<file path="config.mk">
export PLATFORM = sky130hd
export DESIGN_NAME = div_unit
export DESIGN_NICKNAME = d
export VERILOG_FILES = /design/src/rtl/div_pkg.sv /design/src/rtl/div_step.sv /design/src/rtl/div_unit.sv
export SDC_FILE = /design/constraint.sdc
export NUM_CORES = 1
export LEC_CHECK = 0
export BUFFER_PORTS_ARGS = -buffer_cell sky130_fd_sc_hd__clkbuf_2
export CORE_MARGIN = 2
export CORE_UTILIZATION = 50
export DETAILED_ROUTE_END_ITERATION = 16
export GPL_ROUTABILITY_DRIVEN = 0
export HOLD_SLACK_MARGIN = 0.06
export PLACE_DENSITY = 0.7
export REMOVE_ABC_BUFFERS = 1
export SLEW_MARGIN = 10
export SYNTH_ARGS = -nofsm -noshare
export SYNTH_HDL_FRONTEND = slang
export SYNTH_SLANG_ARGS = --single-unit
</file>
<file path="constraint.sdc">
create_clock -name clk -period 6.05 [get_ports clk]
set_clock_uncertainty 0.15 [all_clocks]
set_input_delay 0.3025 -clock clk [delete_from_list [all_inputs] [get_ports clk]]
set_output_delay 0.3025 -clock clk [all_outputs]
set_load 0.02 [all_outputs]
</file>
<file path="src/rtl/div_pkg.sv">
// Shared state encoding, width constants and the conditional-negate helper
// used by the iterative MIPS DIV/DIVU unit.
package div_pkg;

  localparam int DIV_DATA_WIDTH = 32;
  localparam int DIV_LATENCY    = DIV_DATA_WIDTH + 2;
  localparam int DIV_MAX_WIDTH  = 64;

  typedef enum logic [1:0] {
    IDLE = 2'd0,
    CALC = 2'd1,
    FIX  = 2'd2,
    DONE = 2'd3
  } div_state_t;

  // Two's-complement negate when neg is set; callers truncate to their width.
  function automatic logic [DIV_MAX_WIDTH-1:0] div_cond_neg(
    input logic [DIV_MAX_WIDTH-1:0] v,
    input logic                     neg
  );
    return neg ? -v : v;
  endfunction

endpackage

</file>
<file path="src/rtl/div_step.sv">
// One radix-2 restoring iteration: shift {rem, quo} left, trial-subtract the
// divisor magnitude and keep the result only when it does not go negative.
module div_step #(
  parameter int W = 32
) (
  input  logic [W-1:0] rem,
  input  logic [W-1:0] quo,
  input  logic [W-1:0] dvsr,
  output logic [W-1:0] rem_next,
  output logic [W-1:0] quo_next
);

  logic [W:0] shifted;
  logic [W:0] trial;
  logic       q_bit;

  always_comb begin
    shifted  = {rem, quo[W-1]};
    trial    = shifted - {1'b0, dvsr};
    q_bit    = ~trial[W];
    rem_next = q_bit ? trial[W-1:0] : shifted[W-1:0];
    quo_next = {quo[W-2:0], q_bit};
  end

endmodule

</file>
<file path="src/rtl/div_unit.sv">
// Multi-cycle DIV/DIVU unit: magnitudes in, DATA_WIDTH restoring iterations,
// one sign fix-up cycle, then a held result under valid/ready backpressure.
module div_unit
  import div_pkg::*;
#(
  parameter int DATA_WIDTH = DIV_DATA_WIDTH,
  parameter int CNT_W      = $clog2(DATA_WIDTH)
) (
  input  logic                  clk,
  input  logic                  rst,
  input  logic                  div_valid,
  output logic                  div_ready,
  input  logic                  div_signed,
  input  logic [DATA_WIDTH-1:0] dividend,
  input  logic [DATA_WIDTH-1:0] divisor,
  input  logic                  div_cancel,
  output logic                  out_valid,
  input  logic                  out_ready,
  output logic [DATA_WIDTH-1:0] quotient,
  output logic [DATA_WIDTH-1:0] remainder,
  output logic                  div_by_zero
);

  localparam logic [CNT_W-1:0] CNT_LAST = CNT_W'(DATA_WIDTH - 1);

  div_state_t            state_reg, state_next;
  logic [CNT_W-1:0]      cnt_reg;
  logic [DATA_WIDTH-1:0] rem_reg, quo_reg, dvsr_reg, dvnd_reg;
  logic                  q_neg_reg, r_neg_reg, zero_reg;
  logic [DATA_WIDTH-1:0] quotient_reg, remainder_reg;
  logic                  dbz_reg;

  logic                  accept;
  logic                  a_sign, b_sign;
  logic [DATA_WIDTH-1:0] a_mag, b_mag;
  logic [DATA_WIDTH-1:0] rem_next, quo_next;
  logic [DATA_WIDTH-1:0] quo_fixed, rem_fixed;

  assign accept = (state_reg == IDLE) && div_valid && !div_cancel;

  // DIVU treats operands as raw magnitudes, so both sign flags stay clear.
  assign a_sign = div_signed & dividend[DATA_WIDTH-1];
  assign b_sign = div_signed & divisor[DATA_WIDTH-1];
  assign a_mag  = DATA_WIDTH'(div_cond_neg(DIV_MAX_WIDTH'(dividend), a_sign));
  assign b_mag  = DATA_WIDTH'(div_cond_neg(DIV_MAX_WIDTH'(divisor), b_sign));

  assign quo_fixed = DATA_WIDTH'(div_cond_neg(DIV_MAX_WIDTH'(quo_reg), q_neg_reg));
  assign rem_fixed = DATA_WIDTH'(div_cond_neg(DIV_MAX_WIDTH'(rem_reg), r_neg_reg));

  div_step #(.W(DATA_WIDTH)) u_step (
    .rem      (rem_reg),
    .quo      (quo_reg),
    .dvsr     (dvsr_reg),
    .rem_next (rem_next),
    .quo_next (quo_next)
  );

  always_comb begin
    state_next = state_reg;
    if (div_cancel) begin
      state_next = IDLE;
    end else begin
      case (state_reg)
        IDLE:    if (div_valid) state_next = CALC;
        CALC:    if (cnt_reg == CNT_LAST) state_next = FIX;
        FIX:     state_next = DONE;
        DONE:    if (out_ready) state_next = IDLE;
        default: state_next = IDLE;
      endcase
    end
  end

  always_ff @(posedge clk) begin
    if (rst) begin
      state_reg     <= IDLE;
      cnt_reg       <= '0;
      rem_reg       <= '0;
      quo_reg       <= '0;
      dvsr_reg      <= '0;
      dvnd_reg      <= '0;
      q_neg_reg     <= 1'b0;
      r_neg_reg     <= 1'b0;
      zero_reg      <= 1'b0;
      quotient_reg  <= '0;
      remainder_reg <= '0;
      dbz_reg       <= 1'b0;
    end else begin
      state_reg <= state_next;
      if (accept) begin
        rem_reg   <= '0;
        quo_reg   <= a_mag;
        dvsr_reg  <= b_mag;
        dvnd_reg  <= dividend;
        q_neg_reg <= a_sign ^ b_sign;
        r_neg_reg <= a_sign;
        zero_reg  <= (divisor == '0);
        cnt_reg   <= '0;
      end else if (state_reg == CALC && !div_cancel) begin
        rem_reg <= rem_next;
        quo_reg <= quo_next;
        cnt_reg <= cnt_reg + CNT_W'(1);
      end
      // A flushed operation never reaches the visible result registers.
      if (state_reg == FIX && !div_cancel) begin
        if (zero_reg) begin
          quotient_reg  <= '1;
          remainder_reg <= dvnd_reg;
          dbz_reg       <= 1'b1;
        end else begin
          quotient_reg  <= quo_fixed;
          remainder_reg <= rem_fixed;
          dbz_reg       <= 1'b0;
        end
      end
    end
  end

  assign div_ready   = (state_reg == IDLE);
  assign out_valid   = (state_reg == DONE);
  assign quotient    = quotient_reg;
  assign remainder   = remainder_reg;
  assign div_by_zero = dbz_reg;

endmodule

</file>
==> results.rst <==
.. list-table::
   :header-rows: 1

   * - Metric
     - Value
   * - Library cell contributing the largest single delay on the critical path
     - sky130_fd_sc_hd__nor2_4
   * - WL per Instance
     - 15.59 um
   * - Pin count of the biggest net entering global routing
     - between 70 and 80
   * - Remaining antenna violation count after routing
     - 0
   * - EDFF count, synth
     - 0
   * - Endpoint type of the worst setup path
     - flop
   * - Area enclosed by the die boundary
     - between 20000 and 30000 um^2
   * - Count of final setup violators
     - 0
   * - Residual DRC count
     - 0
   * - Cell leakage power
     - 5.599 nW
   * - Top post-synthesis cells by area
     - sky130_fd_sc_hd__dfxtp_1 33%, sky130_fd_sc_hd__nand2_1 8.3%, sky130_fd_sc_hd__a21oi_1 6.5%, sky130_fd_sc_hd__nor2_1 5.0%, sky130_fd_sc_hd__o21ai_0 5.0%
   * - Synthesized area divided by synthesized cell count
     - about 7.5 um^2
   * - DRT iter0 DRCs
     - just over 900
   * - Number of buffers on the longest clock path
     - 3
   * - Later-pin clock latency in the skew report
     - 0.51 ns
   * - Clock period minus worst slack
     - between 3 and 4 ns
   * - Total GRT Usage
     - 24.76%
   * - Slew Viols, Final
     - 0
   * - Clock transition time at the flip-flop clock pins of the worst setup and hold paths
     - 0.06 ns
   * - Row cnt
     - 57
   * - Hold Startpoint
     - divisor[28]
   * - Number of register bits inferred by synthesis
     - 203
   * - Share of async-settable or async-resettable flops after synthesis
     - 0%
   * - Arrival time at the worst endpoint
     - about 4.1 ns
   * - Relative slew slack
     - 32.79%
   * - Peak clock frequency supported by timing
     - 0.2616 GHz
   * - Initial antenna violation count
     - 1
   * - Buffers plus inverters on the worst setup path
     - 1
   * - Number of max-capacitance violations reported
     - 0
   * - Ys flop type
     - sky130_fd_sc_hd__dfxtp_1
   * - Count of filler cells inserted in the layout
     - between 2000 and 2500
   * - Clock net sink count
     - 203
   * - Horizontal die dimension
     - between 150 and 200 um
   * - Period utilization
     - 63.19%
   * - Layer carrying the most global-route usage
     - met2
   * - Number of iterations in the first detailed-routing pass
     - 5
   * - Worst Max-Slew Pin Slew
     - 1.007 ns
   * - Accumulated negative setup slack
     - 0 ns
   * - Total of warnings raised by yosys
     - 0
   * - Ratio of cells with drive above 1 in the final layout
     - 11.58%
   * - Most repeated library cell on the critical path
     - sky130_fd_sc_hd__a21oi_1
   * - Routed via count
     - around 12000
   * - Congestion Overflow GR
     - 0
   * - Final HPWL DP
     - roughly 23000 um
   * - Number of buffer cells added on primary ports
     - 136
   * - Class of the most critical hold timing path
     - in2reg
   * - Vias in the first global route
     - 10870
   * - Number of top-level pins
     - approximately 140
   * - Clock Root Buffer
     - sky130_fd_sc_hd__clkbuf_16
   * - Met1 Track Usage GR
     - 33.27%
   * - Element type at the critical path start
     - flop
   * - Hold Vio Cnt, Final
     - 0
   * - Max stage delay on crit path
     - 0.79 ns
   * - Final WL
     - 32920 um
   * - Crit path cell chain
     - inv_1 -> ha_1 -> fa_1 -> nand2b_1 -> a21oi_1 -> a211o_1 -> o311a_1 -> o211ai_1 -> a21oi_1 -> nor2_4 -> mux2_2 -> o21ai_0
   * - GRT met3 Usage
     - approximately 2.7%
   * - Leading cell type by number of instances after synthesis
     - sky130_fd_sc_hd__nand2_1
   * - First-pass GRT wire length
     - 53690 um
   * - Peak ir drop on the vdd network
     - 152.5 uV
   * - Top post-synthesis cells by count
     - 272 x sky130_fd_sc_hd__nand2_1, 203 x sky130_fd_sc_hd__dfxtp_1, 163 x sky130_fd_sc_hd__nor2_1, 159 x sky130_fd_sc_hd__a21oi_1, 122 x sky130_fd_sc_hd__o21ai_0
   * - Post-Synthesis Cells
     - 1638
   * - Number of buffers inserted during clock tree synthesis
     - 23
   * - Met2 routing resource usage after global routing
     - 41.75%
   * - Initial standard-cell utilization of the core
     - 50.69%
   * - Worst R2R Start
     - quo_reg[31]
   * - Clock tree from TritonCTS
     - built
   * - Core Region
     - between 20000 and 25000 um^2
   * - Power density cells
     - roughly 250 nW/um^2
   * - Crit path required time
     - between 6 and 7 ns
   * - Area share of the largest cell type after synthesis
     - about a third
   * - Max Fanout on Critical Path
     - 28
   * - RSZ-0062 raised after global routing
     - false
   * - Distinct cells, synth
     - 69
   * - Crit Path Category
     - reg2reg
   * - Total Nets Final
     - 1884
   * - Area of the mapped netlist
     - 12290 um^2
   * - Cell taking the most area after synthesis
     - sky130_fd_sc_hd__dfxtp_1
   * - Die boundary height
     - about 160 um
   * - Synth-to-layout area growth
     - 17.01%
   * - Final design utilization
     - between 50% and 60%
   * - H-tree depth
     - 1
   * - Top delay family on crit path
     - compound AO/OA/AOI/OAI gates
   * - Run status
     - complete, no violations
   * - Sequential area share after synthesis
     - 33.07%
   * - Detail-routed via count per cell
     - 5.588
   * - Crit path launch
     - quo_reg[31]
-- kinds of logic (layout without fill, tap and decap cells) --
logic type | after synthesis | in the layout | synth area share (%)
AO/OA/AOI/OAI | 468 | 468 | 23.17
XOR/XNOR | 134 | 134 | 9.549
adder cells (fa/ha/maj) | 43 | 43 | 4.439
buffers and inverters | 157 | 306 | 5.599
flip-flops | 203 | 203 | 33.07
multiplexers | 29 | 29 | 2.382
other | 0 | 1 | 0
AND/OR/NAND/NOR | 604 | 604 | 21.80
-- layout make-up --
cell class | count | area, um^2 | share of cell area [%]
multi-input combinational | 1278 | 7564 | 52.59
sequential | 203 | 4065 | 28.27
timing repair buffer | 211 | 1406 | 9.779
clock buffer | 35 | 680.7 | 4.733
tap | 324 | 405.4 | 2.819
inverter | 54 | 202.7 | 1.409
clock inverter | 6 | 55.05 | 0.3828
antenna | 1 | 2.502 | 0.01740
-- through the flow --
stage	hold WS (ns)	instance area (um^2)	power, mW	worst slack [ns]	std cells
finish	0.06130	14380	3.650	2.227	2112
global route	0.08295	14380	3.818	1.914	2112
CTS	0.06637	14380	3.666	2.216	2111
detailed placement	0.2983	13000	2.268	2.235	2006
global placement	0.2904	13000	2.255	2.276	2006
floorplan	0.2216	11810	2.047	0.3578	1535
-- what timing repair did --
item / CTS / global route
buffers inserted: 0 / 0
endpoints found under the hold margin: 89 / 0
hold buffers: 64 / 0
resized for setup: 0 / 0
-- cell usage in the layout (no fill, tap or decap), drive strengths merged, types with 5 or more instances in the layout --
cell type,Yosys,routed
dlygate4sd3,0,64
nand2b,10,10
or3,19,19
o21a,7,7
a31oi,7,7
inv,54,54
nor2b,7,7
nor4,8,8
nand3,19,19
o211ai,5,5
o41ai,17,17
clkinv,0,5
nand2,272,272
nor3,54,54
buf,14,12
mux2i,27,27
o31ai,33,33
a21oi,159,159
nor2,164,164
xnor2,68,68
clkbuf,88,170
ha,42,42
a311oi,18,18
a21o,10,10
dfxtp,203,203
or4,15,15
xor2,66,66
a211oi,35,35
and2,5,5
o21ai,125,125
o22ai,29,29
and3,8,8
nand4,12,12
-- worst reg2reg max path: cells and delay by family, from the launching register on --
kind,cells,cell delay (ns)
AO/OA/AOI/OAI,6,1.32
AND/OR/NAND/NOR,2,0.92
adder cells (fa/ha/maj),2,0.42
multiplexers,1,0.42
flip-flops,1,0.40
buffers and inverters,1,0.11
-- power breakdown --
| group | internal [mW] | switching (mW) | total [mW] |
|---|---|---|---|
| sequential | 1.39 | 0.0623 | 1.46 |
| combinational | 0.344 | 0.483 | 0.827 |
| clock | 0.814 | 0.553 | 1.37 |
| total | 2.55 | 1.10 | 3.65 |
-- worst paths after layout --
| kind | end | slack [ns] | depth (start not counted) |
|---|---|---|---|
| worst max-delay path | rem_reg[1] | 2.23 | 12 |
| worst min-delay path | dvsr_reg[28] | 0.06 | 3 |
| worst max register to register | rem_reg[1] | 2.23 | 12 |
| worst min register to register | remainder[17] | 0.30 | 2 |
-- per-layer routing --
metal | vias to the layer above | share of wire (%)
li1 | 6039 | -
met1 | 5380 | 46
met2 | 322 | 46
met3 | 61 | 5.5
met4 | 0 | 2.6
met5 | - | 0
Power figures use the tool's default switching activity.
